==> src/rtl/fetch_pkg.sv <==
// Shared definitions for the instruction-fetch stage.
//   fetch_state_t    : fetch FSM states (RUN, HALTED, FAULT)
//   WORD_BYTES       : bytes per instruction word (PC increment)
//   RESET_PC_DEFAULT : default PC loaded on reset
package fetch_pkg;

   typedef enum logic [1:0] {
      RUN    = 2'd0,
      HALTED = 2'd1,
      FAULT  = 2'd2
   } fetch_state_t;

   localparam int          WORD_BYTES       = 4;
   localparam logic [31:0] RESET_PC_DEFAULT = 32'h0000_0000;

endpackage

==> src/rtl/fetch_unit_pc_reg.sv <==
// Program-counter register with next-PC mux.
//   clk, reset : clock and synchronous active-high reset (loads RESET_PC)
//   load       : take load_pc (redirect); has priority over advance
//   load_pc    : redirect byte target
//   advance    : step to pc + WORD_BYTES
//   pc         : current program counter
module pc_reg
   import fetch_pkg::*;
#(
   parameter logic [31:0] RESET_PC = RESET_PC_DEFAULT
) (
   input  logic        clk,
   input  logic        reset,
   input  logic        load,
   input  logic [31:0] load_pc,
   input  logic        advance,
   output logic [31:0] pc
);

   logic [31:0] pc_reg_q;
   logic [31:0] pc_next;

   // Wraps modulo 2^32; the range check upstream catches the wrap.
   always_comb begin
      pc_next = pc_reg_q;
      if (load)
         pc_next = load_pc;
      else if (advance)
         pc_next = pc_reg_q + 32'(WORD_BYTES);
   end

   always_ff @(posedge clk) begin
      if (reset)
         pc_reg_q <= RESET_PC;
      else
         pc_reg_q <= pc_next;
   end

   assign pc = pc_reg_q;

endmodule

==> src/rtl/fetch_unit.sv <==
// Instruction-fetch stage: owns the PC, addresses imem, captures the word
// into an IF/ID register with valid/ready toward decode, applies redirects
// and parks in a sticky fault state on misaligned or out-of-range fetches.
//   clk, reset       : clock, synchronous active-high reset
//   imem_addr        : word address to imem (pc[ADDR_W+1:2])
//   imem_rd          : combinational read data from imem
//   redirect_valid/pc: taken branch/jump and its byte target
//   halt             : stop fetching, let the held output drain
//   out_valid/ready  : handshake toward decode
//   out_instr/out_pc : fetched instruction and its byte address
//   fault            : sticky fault flag
//   fetch_count      : saturating count of instructions loaded
module fetch_unit
   import fetch_pkg::*;
#(
   parameter int          ADDR_W   = 6,
   parameter int          DEPTH    = 18,
   parameter logic [31:0] RESET_PC = RESET_PC_DEFAULT
) (
   input  logic              clk,
   input  logic              reset,
   output logic [ADDR_W-1:0] imem_addr,
   input  logic [31:0]       imem_rd,
   input  logic              redirect_valid,
   input  logic [31:0]       redirect_pc,
   input  logic              halt,
   output logic              out_valid,
   input  logic              out_ready,
   output logic [31:0]       out_instr,
   output logic [31:0]       out_pc,
   output logic              fault,
   output logic [15:0]       fetch_count
);

   localparam logic [31:0] PC_LIMIT = 32'(WORD_BYTES * DEPTH);

   fetch_state_t state_reg;
   logic         out_valid_reg;
   logic [31:0]  out_instr_reg;
   logic [31:0]  out_pc_reg;
   logic         fault_reg;
   logic [15:0]  fetch_count_reg;
   logic [31:0]  pc;

   logic take_redirect;
   logic misaligned;
   logic out_of_range;
   logic do_fetch;
   logic drain;

   // FAULT ignores redirects entirely; RUN and HALTED both honour them.
   assign take_redirect = redirect_valid && (state_reg != FAULT);
   assign misaligned    = (redirect_pc[1:0] != 2'b00);
   assign out_of_range  = (pc >= PC_LIMIT);
   // Out-of-range and halt both suppress the fetch in the cycle they are seen.
   assign do_fetch      = (state_reg == RUN) && !redirect_valid && !out_of_range
                          && !halt && (!out_valid_reg || out_ready);
   assign drain         = out_valid_reg && out_ready;

   pc_reg #(
      .RESET_PC (RESET_PC)
   ) u_pc_reg (
      .clk     (clk),
      .reset   (reset),
      .load    (take_redirect),
      .load_pc (redirect_pc),
      .advance (do_fetch),
      .pc      (pc)
   );

   always_ff @(posedge clk) begin
      if (reset) begin
         state_reg       <= RUN;
         out_valid_reg   <= 1'b0;
         out_instr_reg   <= 32'h0;
         out_pc_reg      <= 32'h0;
         fault_reg       <= 1'b0;
         fetch_count_reg <= 16'h0;
      end else if (take_redirect) begin
         // Wrong-path flush regardless of out_ready.
         out_valid_reg <= 1'b0;
         if (misaligned) begin
            state_reg <= FAULT;
            fault_reg <= 1'b1;
         end else begin
            state_reg <= RUN;
         end
      end else begin
         if (do_fetch) begin
            out_instr_reg <= imem_rd;
            out_pc_reg    <= pc;
            out_valid_reg <= 1'b1;
            if (fetch_count_reg != 16'hFFFF)
               fetch_count_reg <= fetch_count_reg + 16'd1;
         end else if (drain) begin
            out_valid_reg <= 1'b0;
         end
         if (state_reg == RUN) begin
            if (out_of_range) begin
               state_reg <= FAULT;
               fault_reg <= 1'b1;
            end else if (halt) begin
               state_reg <= HALTED;
            end
         end
      end
   end

   assign imem_addr   = pc[ADDR_W+1:2];
   assign out_valid   = out_valid_reg;
   assign out_instr   = out_instr_reg;
   assign out_pc      = out_pc_reg;
   assign fault       = fault_reg;
   assign fetch_count = fetch_count_reg;

endmodule

==> config.mk <==
export PLATFORM = sky130hd
export DESIGN_NAME = fetch_unit
export DESIGN_NICKNAME = d
export VERILOG_FILES = /design/src/rtl/fetch_pkg.sv /design/src/rtl/fetch_unit_pc_reg.sv /design/src/rtl/fetch_unit.sv
export SDC_FILE = /design/constraint.sdc
export NUM_CORES = 1
export LEC_CHECK = 0
export CAP_MARGIN = 40
export CORE_UTILIZATION = 35
export CTS_CLUSTER_DIAMETER = 100
export DETAILED_ROUTE_END_ITERATION = 10
export DONT_BUFFER_PORTS = 1
export PLACE_DENSITY = 0.58
export SYNTH_ARGS = -nofsm -noshare
export SYNTH_HDL_FRONTEND = slang
export SYNTH_HIERARCHICAL = 1
export SYNTH_SLANG_ARGS = --single-unit
==> constraint.sdc <==
create_clock -name clk -period 3.87 [get_ports clk]
set_input_delay 0.774 -clock clk [delete_from_list [all_inputs] [get_ports clk]]
set_output_delay 0.774 -clock clk [all_outputs]
set_load 0.1 [all_outputs]
Yosys cells after proc, flatten, opt, wreduce, memory -nomap -nowiden

Index checks and enable logic that the tools add are counted.
W data, S select, Z words.

Bits in registers: 116

Mux-type cells: 13
Magnitude comparators: 1
Equality and inequality tests: 3
Add/subtract/negate cells: 2
Reduce and logical (&&, ||, !) cells: 23
Bitwise gates (word level): 1

Operators with widths:

| operator                | number |
|---|---|
| $mux W32                | 2 |
| $add A32 B3 Y32 const B | 1 |
| $ge A32 B7 Y1 const B   | 1 |
| $add A16 B1 Y16 const B | 1 |
| $ne A16 B16 Y1 const B  | 1 |
| $mux W2                 | 5 |
| $reduce_bool A2 Y1      | 5 |
| $logic_and A1 B1 Y1     | 6 |
| $mux W1                 | 6 |
| $reduce_and A3 Y1       | 2 |
| $logic_not A1 Y1        | 4 |
| $reduce_and A2 Y1       | 2 |
| $reduce_bool A3 Y1      | 1 |
| $logic_not A2 Y1        | 1 |
| $ne A2 B1 Y1 const B    | 1 |
| $ne A2 B2 Y1 const B    | 1 |
| $reduce_or A2 Y1        | 1 |
| $logic_or A1 B1 Y1      | 1 |
| $not A1 Y1              | 1 |

Logic depth before layout (Yosys ltp)

Gate-level depths: netlist of run 1.

Depth in word-level cells: 7
Gate-level depth with buffers: 11

Hierarchy

The synthesis of run 1 kept the hierarchy.

By module, submodules not included:

| module     | seq. area each (um^2) | cells an instance | times used | area an instance (um^2) |
|---|---|---|---|---|
| fetch_unit | 1681.6                | 366               | 1          | 3580.9 |
| pc_reg     | 640.6                 | 234               | 1          | 1893.1 |

Worst setup path before layout of run 1

No wires, ideal clock.

Path kind: register to register
Start: register u_pc_reg.pc_reg_q[7] (netlist: u_pc_reg/pc[7])
End: register u_pc_reg.pc_reg_q[28] (netlist: u_pc_reg/pc[28])
Clock period less this slack: 3.351 ns
Data arrival time: 3.260 ns
Path buffers: 3
Slack: 0.519 ns
Setup time: 0.091 ns
Cell stages (with the launch flop): 12
Data required time: 3.779 ns
Cell sequence: dfxtp_1 nor4_1 nand4_1 or2_1 buf_2 nor2_2 buf_4 buf_2 nand4_1 or2_2 or4_1 a311oi_1

Longest elaborated chain between the ends: 6
Elaborated cells on any way between the ends: 9
Classes of those cells: 1 x add/sub; 1 x order compare; 2 x mux; 5 x reduce/logical

Ends and longest elaborated chain:

| what                              | RTL line                | source |
|---|---|---|
| start: declaration                | fetch_unit_pc_reg.sv:20 | `logic [31:0] pc_reg_q;` |
| start signal: assignment          | fetch_unit_pc_reg.sv:36 | `pc_reg_q <= pc_next;` |
| $ge A32 B7 Y1                     | fetch_unit.sv:54        | `assign out_of_range = (pc >= PC_LIMIT);` |
| $logic_not A1 Y1                  | fetch_unit.sv:56        | `assign do_fetch = (state_reg == RUN) && !redirect_valid && !out_of_range` |
| $logic_and A1 B1 Y1               | fetch_unit.sv:56        |  |
| $logic_and A1 B1 Y1 (2 in series) | fetch_unit.sv:57        | `&& !halt && (!out_valid_reg \|\| out_ready);` |
| net do_fetch                      | fetch_unit.sv:48        | `logic do_fetch;` |
| $reduce_bool A2 Y1 (no line)      | --                      |  |

The timed path passes the listed nets, and every way through them passes these cells. The select of a mux whose other input is x is not followed.
A chain may end at the register's enable or synchronous reset.

Worst setup path after layout of run 1

Start: register u_pc_reg.pc_reg_q[12] (netlist: u_pc_reg/pc[12])
End: register u_pc_reg.pc_reg_q[25] (netlist: u_pc_reg/pc[25])

Longest elaborated chain between the ends: 6
Elaborated cells on any way between the ends: 9
Classes of those cells: 1 x add/sub; 1 x order compare; 2 x mux; 5 x reduce/logical

Ends and longest elaborated chain:

| what                              | RTL line |
|---|---|
| $ge A32 B7 Y1                     | fetch_unit.sv:54 |
| $logic_not A1 Y1                  | fetch_unit.sv:56 |
| $logic_and A1 B1 Y1               | fetch_unit.sv:56 |
| $logic_and A1 B1 Y1 (2 in series) | fetch_unit.sv:57 |
| $reduce_bool A2 Y1 (no line)      | -- |

Several ways; a longest one is shown, not always the timed one. The select of a mux whose other input is x is not followed.

==> impl_metrics.json, run 1 <==
{
  "cts_hold_buffers": 0,
  "reg2reg_slack_ns": 0.62,
  "skew_ns": 0.008712,
  "dp_hpwl_mm": 10.82,
  "min-delay-path-class": "in -> reg",
  "timing.rr.start": "u_pc_reg/pc[12]$_SDFFE_PP0N_",
  "avgSynthCellArea_um2": 9.123,
  "cts_setup_buffers": 0,
  "utilization_pct": 49.27,
  "nNetsFinal": 747,
  "grt_first_pass_wirelength_mm": 23.21,
  "p_leak_nw": 2.684,
  "dr_total_vias": 4765,
  "first_iter_violations": 238,
  "synth_area_um2": 5474,
  "cp.required_ns": 4.23,
  "total_power_mw": 3.123,
  "p_sw_share_pct": 22.94,
  "cp_top_family": "simple AND/OR/NAND/NOR gates",
  "rsz0062_at_grt": "false",
  "min_path_cells": 1,
  "fin_tns_setup_ns": 0,
  "die_h_um": 127.1,
  "grt-ovfl-total": 0,
  "htree_levels": 4,
  "path_max_fanout": 18,
  "crit_path_end_kind": "register",
  "grt_start_max_net_pins": 133,
  "finalCriticalPeriod_ns": 3.251,
  "cts-resized-gates": 0,
  "ys_ff_latch": 116,
  "syn2layout_area_growth_pct": 37.33,
  "hold_start": "reset",
  "cts_sinks": 116,
  "diodes": 0,
  "cts_tree": "yes",
  "yosysSeqAreaShare_pct": 42.42,
  "intPower_mw": 2.407,
  "fill_cells": 1343,
  "fin_hold_ws_ns": 0.4279,
  "slew_violations": 0,
  "slew_headroom_pct": 44.02,
  "totalWireLength_mm": 14.89,
  "finalSetupViolations": 0,
  "clock_latency_ns": 0.42,
  "dpl-instance-area_um2": 6883,
  "vdd_drop_max_mv": 0.3267,
  "ant_nets": 0,
  "async_flop_share_pct": 0,
  "placementRows": 45,
  "period_share_pct": 84.00,
  "holdPathEnd": "fetch_count[10]$_SDFFE_PP0P_",
  "maxCapViolCount": 0,
  "antenna_found_initial": 0,
  "synth_edf_count": 0,
  "drive_gt1_share_pct": 20.75,
  "ios": 157,
  "fmax_ghz": 0.3076,
  "synth.distinct_cells": 60,
  "wl_per_cell_um": 16.55,
  "reg2reg_depth": 8,
  "path_clk_slew_ns": 0.06,
  "final_common_cell": "dfxtp_1",
  "core_um2": 15260,
  "final_cell_mix": "dfxtp_1, nand2b_1, buf_8",
  "cp_data_arrival_time_ns": 3.61,
  "clockPowerShare_pct": 53.6,
  "grt_pass1_vias": 4472,
  "crit_chain": "nor4_1, nand4_1, or2_1, nor2_4, buf_4, nor3b_1, and4b_1, or3_1",
  "cts_inserted_buffers": 17,
  "final_area_um2": 7517,
  "cts_buffer_depth": 2,
  "initial_core_util_pct": 35.88,
  "synth_flop_cell": "dfxtp_1",
  "yosysWarnings": 6,
  "drc": 0,
  "power.density_nw_per_um2": 415.5,
  "die_area_um2": 16140,
  "combPwrFrac_pct": 6.2,
  "r2r-end": "u_pc_reg/pc[25]$_SDFFE_PP0N_",
  "worst_pin_slew_ns": 0.8388,
  "die_x_um": 127.1,
  "cp_slowest_cell": "nor3b_1",
  "cp-start-kind": "register",
  "synth_cells": 600,
  "status": "finished clean",
  "first_pass_iters": 5,
  "seqPwrFrac_pct": 40.2,
  "synth.net_count": 671,
  "grtUsageTotal_pct": 18.47,
  "critPathMaxStageDelay_ns": 0.63,
  "portBuffers": 0,
  "switching_power_mw": 0.7165,
  "place_congestion": 0.8625,
  "finalHoldViolCount": 0,
  "cp_num_buf_inv": 1,
  "critPathKind": "reg -> reg",
  "drt-vias-per-instance": 5.294,
  "cts_root_buf": "clkbuf_16"
}
-- cell families (layout without fill, tap and decap cells) --
kind of cell,after synthesis,count (layout),synth area share (%)
and+or+nand+nor,301,301,33.05
xor gates and xnor gates,9,9,1.440
muxes,47,47,8.708
buffers and inverters,47,136,3.726
AOI/OAI and AO/OA,78,78,10.19
adders and majority gates,2,2,0.4571
DFF,116,116,42.42
-- power groups by stage --
stage / Sequential, mW / Clock, mW / Combinational [mW]
4_1_cts: 1.26 / 1.71 / 0.194
3_5_place_dp: 1.28 / 0 / 0.193
2_1_floorplan: 1.32 / 0 / 0.121
5_1_grt: 1.26 / 1.77 / 0.209
6_report: 1.26 / 1.67 / 0.193
3_3_place_gp: 1.29 / 0 / 0.169
-- through the flow --
| stage | worst slack [ns] | cells |
|---|---|---|
| detailed placement | 0.6521 | 868 |
| floorplan | 0.5191 | 600 |
| global route | 0.3097 | 900 |
| global placement | 0.7979 | 802 |
| CTS | 0.6443 | 900 |
| finish | 0.6193 | 900 |
-- Yosys cell counts, drive strengths merged, types with 2 or more instances --
cell type  number  share of area [%]
a2111oi         5               0.94
a211o           2               0.32
a211oi          9                1.2
a21oi          19                1.7
a311oi          5               0.80
a31oi           4               0.46
and2           30                3.4
and3            5               0.57
and4            6               0.96
and4bb          2               0.46
buf            14                1.5
clkbuf         22                1.5
dfxtp         116                 42
ha              2               0.46
inv            11               0.75
mux2            5                1.0
mux2i          42                7.7
nand2          26                1.8
nand2b         83                9.5
nand3          18                1.7
nand4          26                3.2
nor2           37                2.6
nor2b           5               0.57
nor3            6               0.55
nor3b           6               0.91
nor4           21                2.8
o2111a          3               0.62
o21ai           9               0.82
o311a           3               0.55
o31a            3               0.48
o31ai          10                1.4
or2             5               0.57
or3             9                1.0
or4            10                1.4
xnor2           2               0.32
xor2            7                1.1
-- metal layers --
layer  up-vias  wire (um)  global-route usage (%)
met4         0        213                   7.703
met3        17       1117                   6.951
met5         -          0                       0
li1       2314          -                       -
met2       177       7196                   30.96
met1      2257       6365                   21.12
-- worst max-delay path by stage --
| stage | cells after the start | slack [ns] | start | to |
|---|---|---|---|---|
| CTS | 8 | 0.64 | u_pc_reg/pc[12]$_SDFFE_PP0N_ | u_pc_reg/pc[25]$_SDFFE_PP0N_ |
| detailed placement | 8 | 0.65 | u_pc_reg/pc[12]$_SDFFE_PP0N_ | u_pc_reg/pc[25]$_SDFFE_PP0N_ |
| global route | 9 | 0.31 | u_pc_reg/pc[12]$_SDFFE_PP0N_ | u_pc_reg/pc[25]$_SDFFE_PP0N_ |
| floorplan | 11 | 0.52 | u_pc_reg/pc[7]$_SDFFE_PP0N_ | u_pc_reg/pc[28]$_SDFFE_PP0N_ |
| global placement | 9 | 0.80 | u_pc_reg/pc[12]$_SDFFE_PP0N_ | u_pc_reg/pc[25]$_SDFFE_PP0N_ |
| finish | 8 | 0.62 | u_pc_reg/pc[12]$_SDFFE_PP0N_ | u_pc_reg/pc[25]$_SDFFE_PP0N_ |
-- cell type report --
type | count | area, um^2 | area share (%)
inverters | 11 | 41.29 | 0.5493
clock buffers | 20 | 456.7 | 6.075
multi-input cells | 437 | 2957 | 39.33
clock inverters | 12 | 177.7 | 2.364
well taps | 211 | 264.0 | 3.512
repair buffers | 93 | 1299 | 17.28
flip-flops and latches | 116 | 2322 | 30.89
Power figures use the tool's default switching activity.
==> run 2: changes to the inputs <==
Settings changed: PLACE_DENSITY 0.58 to 0.6.
Clock period 3.87 ns to 2.7 ns, I/O delays scaled along.
==> impl_metrics.json, run 2 (synthesis results as in run 1) <==
{
  "status": "finished clean",
  "final_cell_mix": "dfxtp_1, buf_4, nand2b_1",
  "critPathKind": "reg -> reg",
  "grt_first_pass_wirelength_mm": 23.63,
  "clock_latency_ns": 0.41,
  "totalWireLength_mm": 15.06,
  "stdcell_count": 927,
  "cp_data_arrival_time_ns": 2.81,
  "min-delay-path-class": "in -> reg",
  "utilization_pct": 47.69,
  "cts_tree": "yes",
  "place_inst": 894,
  "antenna_found_initial": 1,
  "cts_inserted_buffers": 17,
  "portBuffers": 0,
  "die_h_um": 127.1,
  "slew_headroom_pct": 51.30,
  "cts_root_buf": "clkbuf_16",
  "drt-vias-per-instance": 5.205,
  "vdd_drop_max_mv": 0.4476,
  "first_iter_violations": 320,
  "grt-ovfl-total": 0,
  "ios": 157,
  "grt_pass1_vias": 4750,
  "seqPwrFrac_pct": 40.2,
  "dr_total_vias": 4825,
  "grt_start_max_net_pins": 133,
  "final_common_cell": "dfxtp_1",
  "grtUsageTotal_pct": 18.54,
  "final_area_um2": 7277,
  "crit_path_end_kind": "register",
  "fin_hold_ws_ns": 0.2765,
  "path_max_fanout": 9,
  "ant_nets": 0,
  "intPower_mw": 3.446,
  "cts_sinks": 116,
  "wl_per_cell_um": 16.25,
  "cp.required_ns": 2.99,
  "finalCriticalPeriod_ns": 2.524,
  "dpl-instance-area_um2": 6616,
  "cp-start-kind": "register",
  "die_area_um2": 16140,
  "cts_buffer_depth": 2,
  "cp_top_family": "simple AND/OR/NAND/NOR gates",
  "skew_ns": 0.008201,
  "post-place-ws_ns": 0.1372,
  "place_congestion": 0.8359,
  "combPwrFrac_pct": 6.5,
  "finalHoldViolCount": 0,
  "switching_power_mw": 1.039,
  "critPathMaxStageDelay_ns": 0.36,
  "drive_gt1_share_pct": 25.17,
  "initial_core_util_pct": 35.88,
  "clockPowerShare_pct": 53.3,
  "first_pass_iters": 4,
  "period_share_pct": 93.50,
  "htree_levels": 4,
  "cts_hold_buffers": 0,
  "placementRows": 45,
  "dp_hpwl_mm": 10.73,
  "path_clk_slew_ns": 0.06,
  "slew_violations": 0,
  "power.density_nw_per_um2": 616.3,
  "syn2layout_area_growth_pct": 32.94,
  "core_um2": 15260,
  "finalSetupViolations": 0,
  "setup_slack_ns": 0.1756,
  "die_x_um": 127.1,
  "fmax_ghz": 0.3961,
  "drc": 0,
  "nNetsFinal": 773,
  "cp_slowest_cell": "dfxtp_1",
  "worst_pin_slew_ns": 0.7238,
  "p_sw_share_pct": 23.16,
  "crit_chain": "nor4_2, nand4_1, or2_1, nor2_4, and2_1, nand2b_2, or3_1, a2111oi_1",
  "p_leak_nw": 2.707,
  "maxCapViolCount": 0,
  "cp_num_buf_inv": 0
}
-- run 2: cell count changes in the layout (fill, tap and decap cells not counted), moves of 2 or more --
cell | before | now
nor4_1 | 19 | 17
buf_4 | 28 | 101
buf_16 | 9 | 0
nor4_2 | 1 | 3
buf_8 | 56 | 17
dfxtp_1 | 116 | 109
dfxtp_2 | 0 | 6
-- run 2: repair_timing --
| action | CTS | global route |
|---|---|---|
| setup endpoints to repair | 0 | 4 |
| setup buffers | 0 | 0 |
| hold endpoints to repair | 0 | 0 |
| resized for setup | 0 | 4 |
-- run 2: metal layers --
metal  routed length (um)  up-vias  GRT usage, %  share of wire [%]
li1                     -     2365             -                  -
met1                 6344     2287         21.09                 42
met2                 7501      147         32.42                 50
met3                  916       26         5.611                6.1
met4                  301        0         7.423                2.0
met5                    0        -             0                  0
-- run 2: worst register-to-register path, delay by kind of cell, from the launching register on --
family,cells,cell delay [ns]
compound gates,1,0.34
flops,1,0.36
simple gates,7,1.71
-- run 2: final cells by class --
type | instances | area (um^2)
Fill cell | 1418 | 7981
Clock buffer | 21 | 491.7
Inverter | 11 | 41.29
Sequential cell | 116 | 2333
Antenna cell | 1 | 2.502
Clock inverter | 11 | 147.6
Timing Repair Buffer | 119 | 1025
Tap cell | 211 | 264.0
Multi-Input combinational cell | 437 | 2972
-- run 2: final timing paths --
path | endpoint | startpoint | cells past startpoint | slack (ns)
setup / recovery | u_pc_reg/pc[22]$_SDFFE_PP0N_ | u_pc_reg/pc[31]$_SDFFE_PP0N_ | 8 | 0.18
hold / removal | u_pc_reg/pc[0]$_SDFFE_PP0P_ | reset | 1 | 0.28
setup reg to reg | u_pc_reg/pc[22]$_SDFFE_PP0N_ | u_pc_reg/pc[31]$_SDFFE_PP0N_ | 8 | 0.18
hold reg to reg | out_instr[26]$_SDFFE_PP0P_ | out_instr[26]$_SDFFE_PP0P_ | 2 | 0.48
-- run 2: stage by stage --
step | power (mW) | setup TNS [ns]
floorplan | 2.063 | -0.04957
global placement | 2.114 | 0
detailed placement | 2.125 | 0
CTS | 4.539 | 0
global route | 4.637 | -0.01162
finish | 4.485 | 0
-- run 2: power groups by stage --
stage	registers [mW]	clock network [mW]	logic, mW
floorplan	1.89	0	0.173
global placement	1.84	0	0.278
detailed placement	1.84	0	0.289
CTS	1.80	2.45	0.291
global route	1.81	2.51	0.315
finish	1.80	2.39	0.292
